===== config.mk =====
export PLATFORM = sky130hd
export DESIGN_NAME = reorder_buffer_flat
export DESIGN_NICKNAME = d
export VERILOG_FILES = /design/src/rtl/reorder_buffer_if.sv /design/src/rtl/reorder_buffer.sv /design/src/flat_wrapper.sv
export SDC_FILE = /design/constraint.sdc
export NUM_CORES = 1
export LEC_CHECK = 0
export ABC_CLOCK_PERIOD_IN_PS = 3200
export CORE_MARGIN = 2
export CORE_UTILIZATION = 30
export DETAILED_ROUTE_END_ITERATION = 8
export GPL_ROUTABILITY_DRIVEN = 0
export PLACE_DENSITY_LB_ADDON = 0.3
export SLEW_MARGIN = 25
export SYNTH_ARGS = -nofsm -noshare
export SYNTH_HDL_FRONTEND = slang
export SYNTH_SLANG_ARGS = --single-unit
export TNS_END_PERCENT = 100

===== constraint.sdc =====
create_clock -name clk -period 3.2 [get_ports clk]
set_input_delay 0.64 -clock clk [delete_from_list [all_inputs] [get_ports clk]]
set_output_delay 0.64 -clock clk [all_outputs]
set_load 0.1 [all_outputs]

===== src/rtl/reorder_buffer_if.sv =====
// Dispatch, writeback, commit and free-list signals between the core and the reorder buffer.
// The master modport is the core side; the slave modport is the reorder buffer.
interface reorder_buffer_if #(
  parameter int DEPTH  = 16,
  parameter int AREG_W = 3,
  parameter int PREG_W = 6
);
  localparam int TAG_W = $clog2(DEPTH);

  logic              alloc_valid;
  logic              alloc_ready;
  logic              alloc_has_dest;
  logic [AREG_W-1:0] alloc_areg;
  logic [PREG_W-1:0] alloc_preg;
  logic [PREG_W-1:0] alloc_old_preg;
  logic [TAG_W-1:0]  alloc_tag;
  logic              wb_valid;
  logic [TAG_W-1:0]  wb_tag;
  logic              flush;
  logic              commit_valid;
  logic              commit_has_dest;
  logic [AREG_W-1:0] commit_areg;
  logic [PREG_W-1:0] commit_preg;
  logic              free_valid;
  logic [PREG_W-1:0] free_preg;
  logic [TAG_W:0]    count;

  modport master (
    output alloc_valid, alloc_has_dest, alloc_areg, alloc_preg, alloc_old_preg,
    output wb_valid, wb_tag, flush,
    input  alloc_ready, alloc_tag,
    input  commit_valid, commit_has_dest, commit_areg, commit_preg,
    input  free_valid, free_preg, count
  );

  modport slave (
    input  alloc_valid, alloc_has_dest, alloc_areg, alloc_preg, alloc_old_preg,
    input  wb_valid, wb_tag, flush,
    output alloc_ready, alloc_tag,
    output commit_valid, commit_has_dest, commit_areg, commit_preg,
    output free_valid, free_preg, count
  );
endinterface


===== src/rtl/reorder_buffer.sv =====
// In-order retirement buffer: one alloc, one writeback and one commit per cycle; commit is
// combinational from registered state (wb -> commit next cycle); alloc refused only when full.
module reorder_buffer #(
  parameter int DEPTH  = 16,
  parameter int AREG_W = 3,
  parameter int PREG_W = 6
) (
  input  logic             clk,
  input  logic             rst,
  reorder_buffer_if.slave  rob
);
  localparam int TAG_W = $clog2(DEPTH);
  localparam logic [TAG_W:0] FULL_CNT = (TAG_W+1)'(DEPTH);

  typedef struct packed {
    logic              valid;
    logic              done;
    logic              has_dest;
    logic [AREG_W-1:0] areg;
    logic [PREG_W-1:0] preg;
    logic [PREG_W-1:0] old_preg;
  } entry_t;

  entry_t           ent [DEPTH];
  logic [TAG_W-1:0] head;
  logic [TAG_W-1:0] tail;
  logic [TAG_W:0]   occ;

  logic   full;
  logic   alloc_fire;
  logic   wb_fire;
  logic   commit_fire;
  entry_t head_ent;

  assign head_ent = ent[head];
  assign full     = (occ == FULL_CNT);

  // Fullness is judged on registered occupancy, so a same-cycle commit never frees a slot early.
  assign alloc_fire  = rob.alloc_valid & ~full & ~rob.flush;
  assign wb_fire     = rob.wb_valid & ent[rob.wb_tag].valid & ~rob.flush;
  assign commit_fire = head_ent.valid & head_ent.done & ~rob.flush;

  assign rob.alloc_ready     = rst | ~full;
  assign rob.alloc_tag       = rst ? '0 : tail;
  assign rob.count           = rst ? '0 : occ;
  assign rob.commit_valid    = commit_fire & ~rst;
  assign rob.commit_has_dest = rst ? 1'b0 : head_ent.has_dest;
  assign rob.commit_areg     = rst ? '0 : head_ent.areg;
  assign rob.commit_preg     = rst ? '0 : head_ent.preg;
  assign rob.free_valid      = commit_fire & ~rst & head_ent.has_dest;
  assign rob.free_preg       = rst ? '0 : head_ent.old_preg;

  always_ff @(posedge clk) begin
    if (rst) begin
      head <= '0;
      tail <= '0;
      occ  <= '0;
      for (int i = 0; i < DEPTH; i++) begin
        ent[i] <= '0;
      end
    end else if (rob.flush) begin
      head <= '0;
      tail <= '0;
      occ  <= '0;
      for (int i = 0; i < DEPTH; i++) begin
        ent[i].valid <= 1'b0;
        ent[i].done  <= 1'b0;
      end
    end else begin
      // Tail slot is invalid whenever alloc fires, so wb_fire can never target it.
      if (alloc_fire) begin
        ent[tail].valid    <= 1'b1;
        ent[tail].done     <= 1'b0;
        ent[tail].has_dest <= rob.alloc_has_dest;
        ent[tail].areg     <= rob.alloc_areg;
        ent[tail].preg     <= rob.alloc_preg;
        ent[tail].old_preg <= rob.alloc_old_preg;
        tail               <= tail + 1'b1;
      end
      if (wb_fire) begin
        ent[rob.wb_tag].done <= 1'b1;
      end
      if (commit_fire) begin
        ent[head].valid <= 1'b0;
        ent[head].done  <= 1'b0;
        head            <= head + 1'b1;
      end
      occ <= occ + {{TAG_W{1'b0}}, alloc_fire} - {{TAG_W{1'b0}}, commit_fire};
    end
  end
endmodule


===== src/flat_wrapper.sv =====
// flat-port wrapper written by rule: the top's interface ports become plain ports
module reorder_buffer_flat 
#(
  parameter int DEPTH  = 16,
  parameter int AREG_W = 3,
  parameter int PREG_W = 6
)
  (clk, rst, rob_alloc_valid, rob_alloc_has_dest, rob_alloc_areg, rob_alloc_preg, rob_alloc_old_preg, rob_wb_valid, rob_wb_tag, rob_flush, rob_alloc_ready, rob_alloc_tag, rob_commit_valid, rob_commit_has_dest, rob_commit_areg, rob_commit_preg, rob_free_valid, rob_free_preg, rob_count);
  reorder_buffer_if #(.DEPTH(DEPTH), .AREG_W(AREG_W), .PREG_W(PREG_W)) rob_i ();
  input  logic clk;
  input  logic rst;
  input wire logic [$bits(rob_i.alloc_valid)-1:0] rob_alloc_valid;
  input wire logic [$bits(rob_i.alloc_has_dest)-1:0] rob_alloc_has_dest;
  input wire logic [$bits(rob_i.alloc_areg)-1:0] rob_alloc_areg;
  input wire logic [$bits(rob_i.alloc_preg)-1:0] rob_alloc_preg;
  input wire logic [$bits(rob_i.alloc_old_preg)-1:0] rob_alloc_old_preg;
  input wire logic [$bits(rob_i.wb_valid)-1:0] rob_wb_valid;
  input wire logic [$bits(rob_i.wb_tag)-1:0] rob_wb_tag;
  input wire logic [$bits(rob_i.flush)-1:0] rob_flush;
  output wire logic [$bits(rob_i.alloc_ready)-1:0] rob_alloc_ready;
  output wire logic [$bits(rob_i.alloc_tag)-1:0] rob_alloc_tag;
  output wire logic [$bits(rob_i.commit_valid)-1:0] rob_commit_valid;
  output wire logic [$bits(rob_i.commit_has_dest)-1:0] rob_commit_has_dest;
  output wire logic [$bits(rob_i.commit_areg)-1:0] rob_commit_areg;
  output wire logic [$bits(rob_i.commit_preg)-1:0] rob_commit_preg;
  output wire logic [$bits(rob_i.free_valid)-1:0] rob_free_valid;
  output wire logic [$bits(rob_i.free_preg)-1:0] rob_free_preg;
  output wire logic [$bits(rob_i.count)-1:0] rob_count;
  assign rob_i.alloc_valid = rob_alloc_valid;
  assign rob_i.alloc_has_dest = rob_alloc_has_dest;
  assign rob_i.alloc_areg = rob_alloc_areg;
  assign rob_i.alloc_preg = rob_alloc_preg;
  assign rob_i.alloc_old_preg = rob_alloc_old_preg;
  assign rob_i.wb_valid = rob_wb_valid;
  assign rob_i.wb_tag = rob_wb_tag;
  assign rob_i.flush = rob_flush;
  assign rob_alloc_ready = rob_i.alloc_ready;
  assign rob_alloc_tag = rob_i.alloc_tag;
  assign rob_commit_valid = rob_i.commit_valid;
  assign rob_commit_has_dest = rob_i.commit_has_dest;
  assign rob_commit_areg = rob_i.commit_areg;
  assign rob_commit_preg = rob_i.commit_preg;
  assign rob_free_valid = rob_i.free_valid;
  assign rob_free_preg = rob_i.free_preg;
  assign rob_count = rob_i.count;
  reorder_buffer #(.DEPTH(DEPTH), .AREG_W(AREG_W), .PREG_W(PREG_W)) u_core (.clk(clk), .rst(rst), .rob(rob_i));
endmodule

# After elaboration in Yosys (flattened, before gate mapping)

Memories as Yosys holds them, arrays and structs flattened. A register that Yosys moved wholly into a read port is not among the register bits.
Index checks and enable logic that the tools add are counted.
Widths: inputs -> output; s select.

Register bits after elaboration: 13
Bits in writable memories: 288
Output and inout bits: 28
Memories kept: 1

$add $sub $neg: 4
Equal/unequal tests: 1
Muxes and demuxes: 66
Bitwise gates (word level): 44
Reduce and logical (&&, ||, !) cells: 4

Memory list:

| memory     | depth | width | read ports | clocked after memory_dff | write ports | RTL line             | source |
|---|---|---|---|---|---|---|---|
| u_core.ent | 16    | 18    | 2          | 1                        | 16          | reorder_buffer.sv:24 | `entry_t ent [DEPTH];` |

Operators with widths:

| kind                | number |
|---|---|
| $mux 18             | 3 |
| $reduce_or 18->1    | 3 |
| $mux 1              | 50 |
| $or 1x1->1          | 33 |
| $mux 4              | 6 |
| $mux 3              | 4 |
| $mux 6              | 2 |
| $add 4x1->4 const B | 2 |
| $and 1x1->1         | 8 |
| $add 5x1->5         | 1 |
| $eq 5x5->1 const B  | 1 |
| $mux 5              | 1 |
| $sub 5x1->5         | 1 |
| $not 1->1           | 3 |
| $reduce_or 2->1     | 1 |

# Logic depth before layout (Yosys ltp)

Word-level depth: 10
Depth in mapped cells: 16
Depth with buffers taken out: 15

# Least setup slack after synthesis

OpenSTA, ideal clock, no wires.

Path kind: flip-flop to output port
Start: reg with a tool-made name
End: out rob_free_valid
Arrival: 5.678 ns
Setup slack: -3.118 ns
Cell stages (with the launch flop): 8
Path buffers: 3
Cell sequence: dfxtp_1 -> buf_2 -> buf_6 -> buf_4 -> mux4_2 -> mux2i_1 -> a211oi_1 -> nor3b_1

RTL lines:

| element       | RTL line           | source |
|---|---|---|
| end, declared | flat_wrapper.sv:26 | `output wire logic [$bits(rob_i.free_valid)-1:0] rob_free_valid;` |

==> summary by stage <==
Logic synthesis
The count of different cell masters after synthesis is 50. Summed over all instances, the cell type with the most area after synthesis is edfxtp_1. In this run the mean area of a mapped cell was ~14 µm². The number of enable flip-flop cells after synthesis is between 200 and 300. The post-synthesis net count is around 1000.

By area the synthesized netlist is led by edfxtp_1 54%, mux4_2 13%, and2_1 11%. The synthesized netlist devotes between 15 and 20% of its cell area to simple gates. Of the total synthesized cell area, the portion taken by XOR and XNOR cells is less than 1%. Summing the areas of all compound-gate instances in the mapped netlist gives between 3 and 4% of the synthesized area.

The number of synthesized register bits is around 310. The total standard cell area after synthesis is ~14000 µm². Among all flip-flop cells after synthesis, the most frequent one is edfxtp_1. The post-synthesis instance total is 1000.

The post-synthesis adder-cell area fraction is approximately 1.4%. The post-synthesis async set-or-reset flop share is 0%. The fraction of synthesized cell area taken by the top area cell type is a little over half.

Of the synthesized area, sequential elements account for 60.5%. The share of cell area taken by muxes after synthesis is between 10% and 20%. For this run, the number of Yosys warnings is 0. The combinational family with the most area after synthesis is simple AND/OR/NAND/NOR gates.

Outcome
The flow ran to the end, but the final reports show violations. The checks that failed: negative setup slack.

Floorplan
In this run the core area contains 80 standard-cell rows. The initial core utilization is a little under a third. The die is 223 µm wide. The number of top-level pins is between 50 and 60. The area of the core is 47400 µm².

The floorplan die height is ~220 µm. The die area is slightly below 50000 µm².

Finish
The total non-filler cell area in the finished layout is about 17000 µm². The number of nets in the final layout is between 1000 and 1500. The area growth from synthesis to layout is 20.6%. The share of final-layout standard cells stronger than drive strength 1 is 24.0%. Leaving out fill and tap cells, the most frequent cell in the layout is and2_1. The number of antenna diodes in the final layout is 0. The filler cells instantiated in the layout total 4526. In the layout the commonest cells are 259 x and2_1, 256 x edfxtp_1, 83 x mux4_2, 47 x dfxtp_1, 44 x buf_4.

Timing
The final setup violation count is 15. After layout, the worst setup slack is -0.109 ns. At the pin with the least slew margin, the transition time is 0.966 ns.

The max-slew violation count is 0. Of the available clock period, the critical path in the final layout requires 103%. Clock skew on the completed layout was measured at ~0.019 ns.

The final critical-path required period is roughly 3.3 ns. The top achievable clock speed is 302 MHz. The worst pin sits at a relative slew slack of a little over a third. Adding up every negative setup slack in the final design gives -1.18 ns. Setup repair after global routing could not meet its margin everywhere.

The number of hold-slack violations in the final timing report is 0.

Worst setup path
The slowest stage of the critical path is the mux4_2 cell. The maximum fanout count along the critical path is 8. Counting both buffers and inverters, the worst setup path holds a total of 3. The capturing element type of the critical path is a primary output. Walking the worst path, the cells encountered are buf_12, buf_12, mux4_2, mux4_2, nor2b_4, buf_12. The worst setup path is of the flop to primary output kind.

The delay of the slowest cell on the worst path is about 0.54 ns. By instance count, the cell type seen most on the critical path is buf_12. The category of cells accounting for the largest share of critical-path delay is multiplexers. The data required time of the worst path is ~2.6 ns.

STA classifies the critical path startpoint as a flop. The data arrival time of the critical path is 2.67 ns.

Pwr
The leakage power of the design is roughly 6.1 nW. The worst-case vdd ir drop is around 0.00037 V. The ratio of total power to cell area is 497 nW/µm².

Drt
The number of nets with antenna violations after routing is 0. The final routed wire length divided by cell count is 22.1 µm. The violation count after the first detailed-routing iteration is roughly 800.

For this run, design rule violations remaining after detail routing come to 0. The total via count after detailed routing is ~8400. The first TritonRoute pass finished after 5 iterations. The total wirelength of the detailed-routed design is between 30 and 40 mm. The via-per-instance ratio is between 4 and 5.

Worst hold path
The class of the tightest hold or removal check is flop to flop.

GRT
The largest net degree at the start of global routing is 40. The via count of the first global-routing pass is between 8000 and 9000. The total overflow reported by the global router is 0. The first global-routing pass estimated ~56 mm of wire. The initial antenna violation count is 1. Global routing used about 15% of the available tracks.

Clock tree
TritonCTS built the clock tree. The later pin in the worst-skew pair is clocked with a latency of about 0.52 ns. The level count of the clock H-tree is 2.

Hold repair after CTS inserted 0 buffers. The number of sinks on the clock net is 305. CTS placed an instance of clkbuf_16 at the clock tree root.

The total clock buffers created by CTS is 34. Counting along the longest clock path gives a buffer depth of 3. The post-CTS clock slew at the launch and capture registers of the worst setup and hold paths is roughly 0.060 ns.

Placement
The post-DP HPWL is roughly 23 mm. Once placement finished, the instance area stood at ~16000 µm². The count of buffers added on input and output ports is 52.

Job
The tool flagged a number of max-cap violations equal to 0.
[metal layers]
layer | wire (µm) | vias up | GRT usage [%]
met1 | 15900 | 4323 | 19.8
li1 | - | 3832 | -
met5 | 0 | - | 0
met2 | 18800 | 237 | 26.3
met4 | 930 | 0 | 4.61
met3 | 1920 | 52 | 2.30
[cells by family (layout without fill, tap and decap cells)]
| kind of cell | count (synthesis) | count (layout) |
|---|---|---|
| fa+ha+maj | 15 | 15 |
| flops | 305 | 305 |
| buf+inv | 96 | 181 |
| simple gates | 418 | 418 |
| compound gates | 76 | 76 |
| mux | 85 | 85 |
| xor+xnor | 5 | 5 |
[Yosys cell counts, drive strengths merged (7+ instances only)]
| master | number |
|---|---|
| and2 | 259 |
| edfxtp | 256 |
| mux4 | 83 |
| buf | 50 |
| dfxtp | 49 |
| clkbuf | 32 |
| nor2 | 31 |
| nand2 | 26 |
| nor2b | 26 |
| a32oi | 24 |
| a31oi | 20 |
| nand3 | 18 |
| nand2b | 15 |
| a21oi | 14 |
| ha | 14 |
| inv | 14 |
| nand4 | 9 |
| and3 | 7 |
[what timing repair did]
item	in CTS	in global routing
cloned	2	3
pin swaps	1	2
gates resized for setup	17	12
endpoints found under the setup margin	17	17
setup buffers	5	3
[final cells by class]
type	instances	area [µm²]	area share, %
Sequential cell	305	8680	50.2
Multi-Input combinational cell	599	5350	31.0
Timing Repair Buffer	112	1420	8.21
Clock buffer	41	908	5.26
Tap cell	615	769	4.45
Clock inverter	14	96.3	0.558
Inverter	14	52.6	0.304
[tightest hold or removal path: stages (launching register included)]
cell and delay (ns):
dfxtp_1 0.32, nand2_1 0.06, a32oi_1 0.04
[registers in the layout, summed over array words and instances, names as in the netlist, named ones only]
name and count:
u_core.ent 288, u_core.head 4, u_core.occ 5, u_core.tail 4
[per-stage QoR]
| stage | setup slack (ns) | utilization, % | hold WS [ns] | instances | total power, mW |
|---|---|---|---|---|---|
| 4_1_cts | -0.151 | 36.2 | 0.464 | 1696 | 8.67 |
| 5_1_grt | -0.171 | 36.4 | 0.486 | 1700 | 8.84 |
| 3_5_place_dp | 0.260 | 33.7 | 0.456 | 1634 | 5.04 |
| 2_1_floorplan | -0.334 | - | 0.435 | 1000 | 4.79 |
| 6_report | -0.109 | 36.4 | 0.460 | 1700 | 8.59 |
| 3_3_place_gp | 0.271 | 33.7 | 0.449 | 1634 | 5.04 |
[final timing paths]
path / endpoint / slack, ns / depth (start not counted) / from
max: rob_commit_areg[0] / -0.11 / 6 / flop
min: u_core.ent[6][17] / 0.46 / 2 / u_core.ent[6][17]
max reg2reg: u_core.occ[4] / 0.24 / 16 / flop
min reg2reg: u_core.ent[6][17] / 0.46 / 2 / u_core.ent[6][17]
[power by group]
part | switching, mW | internal [mW] | total, mW
clock | 1.53 | 2.09 | 3.63
combinational | 0.329 | 0.192 | 0.521
sequential | 0.0327 | 4.41 | 4.44
Power figures use the tool's default switching activity.
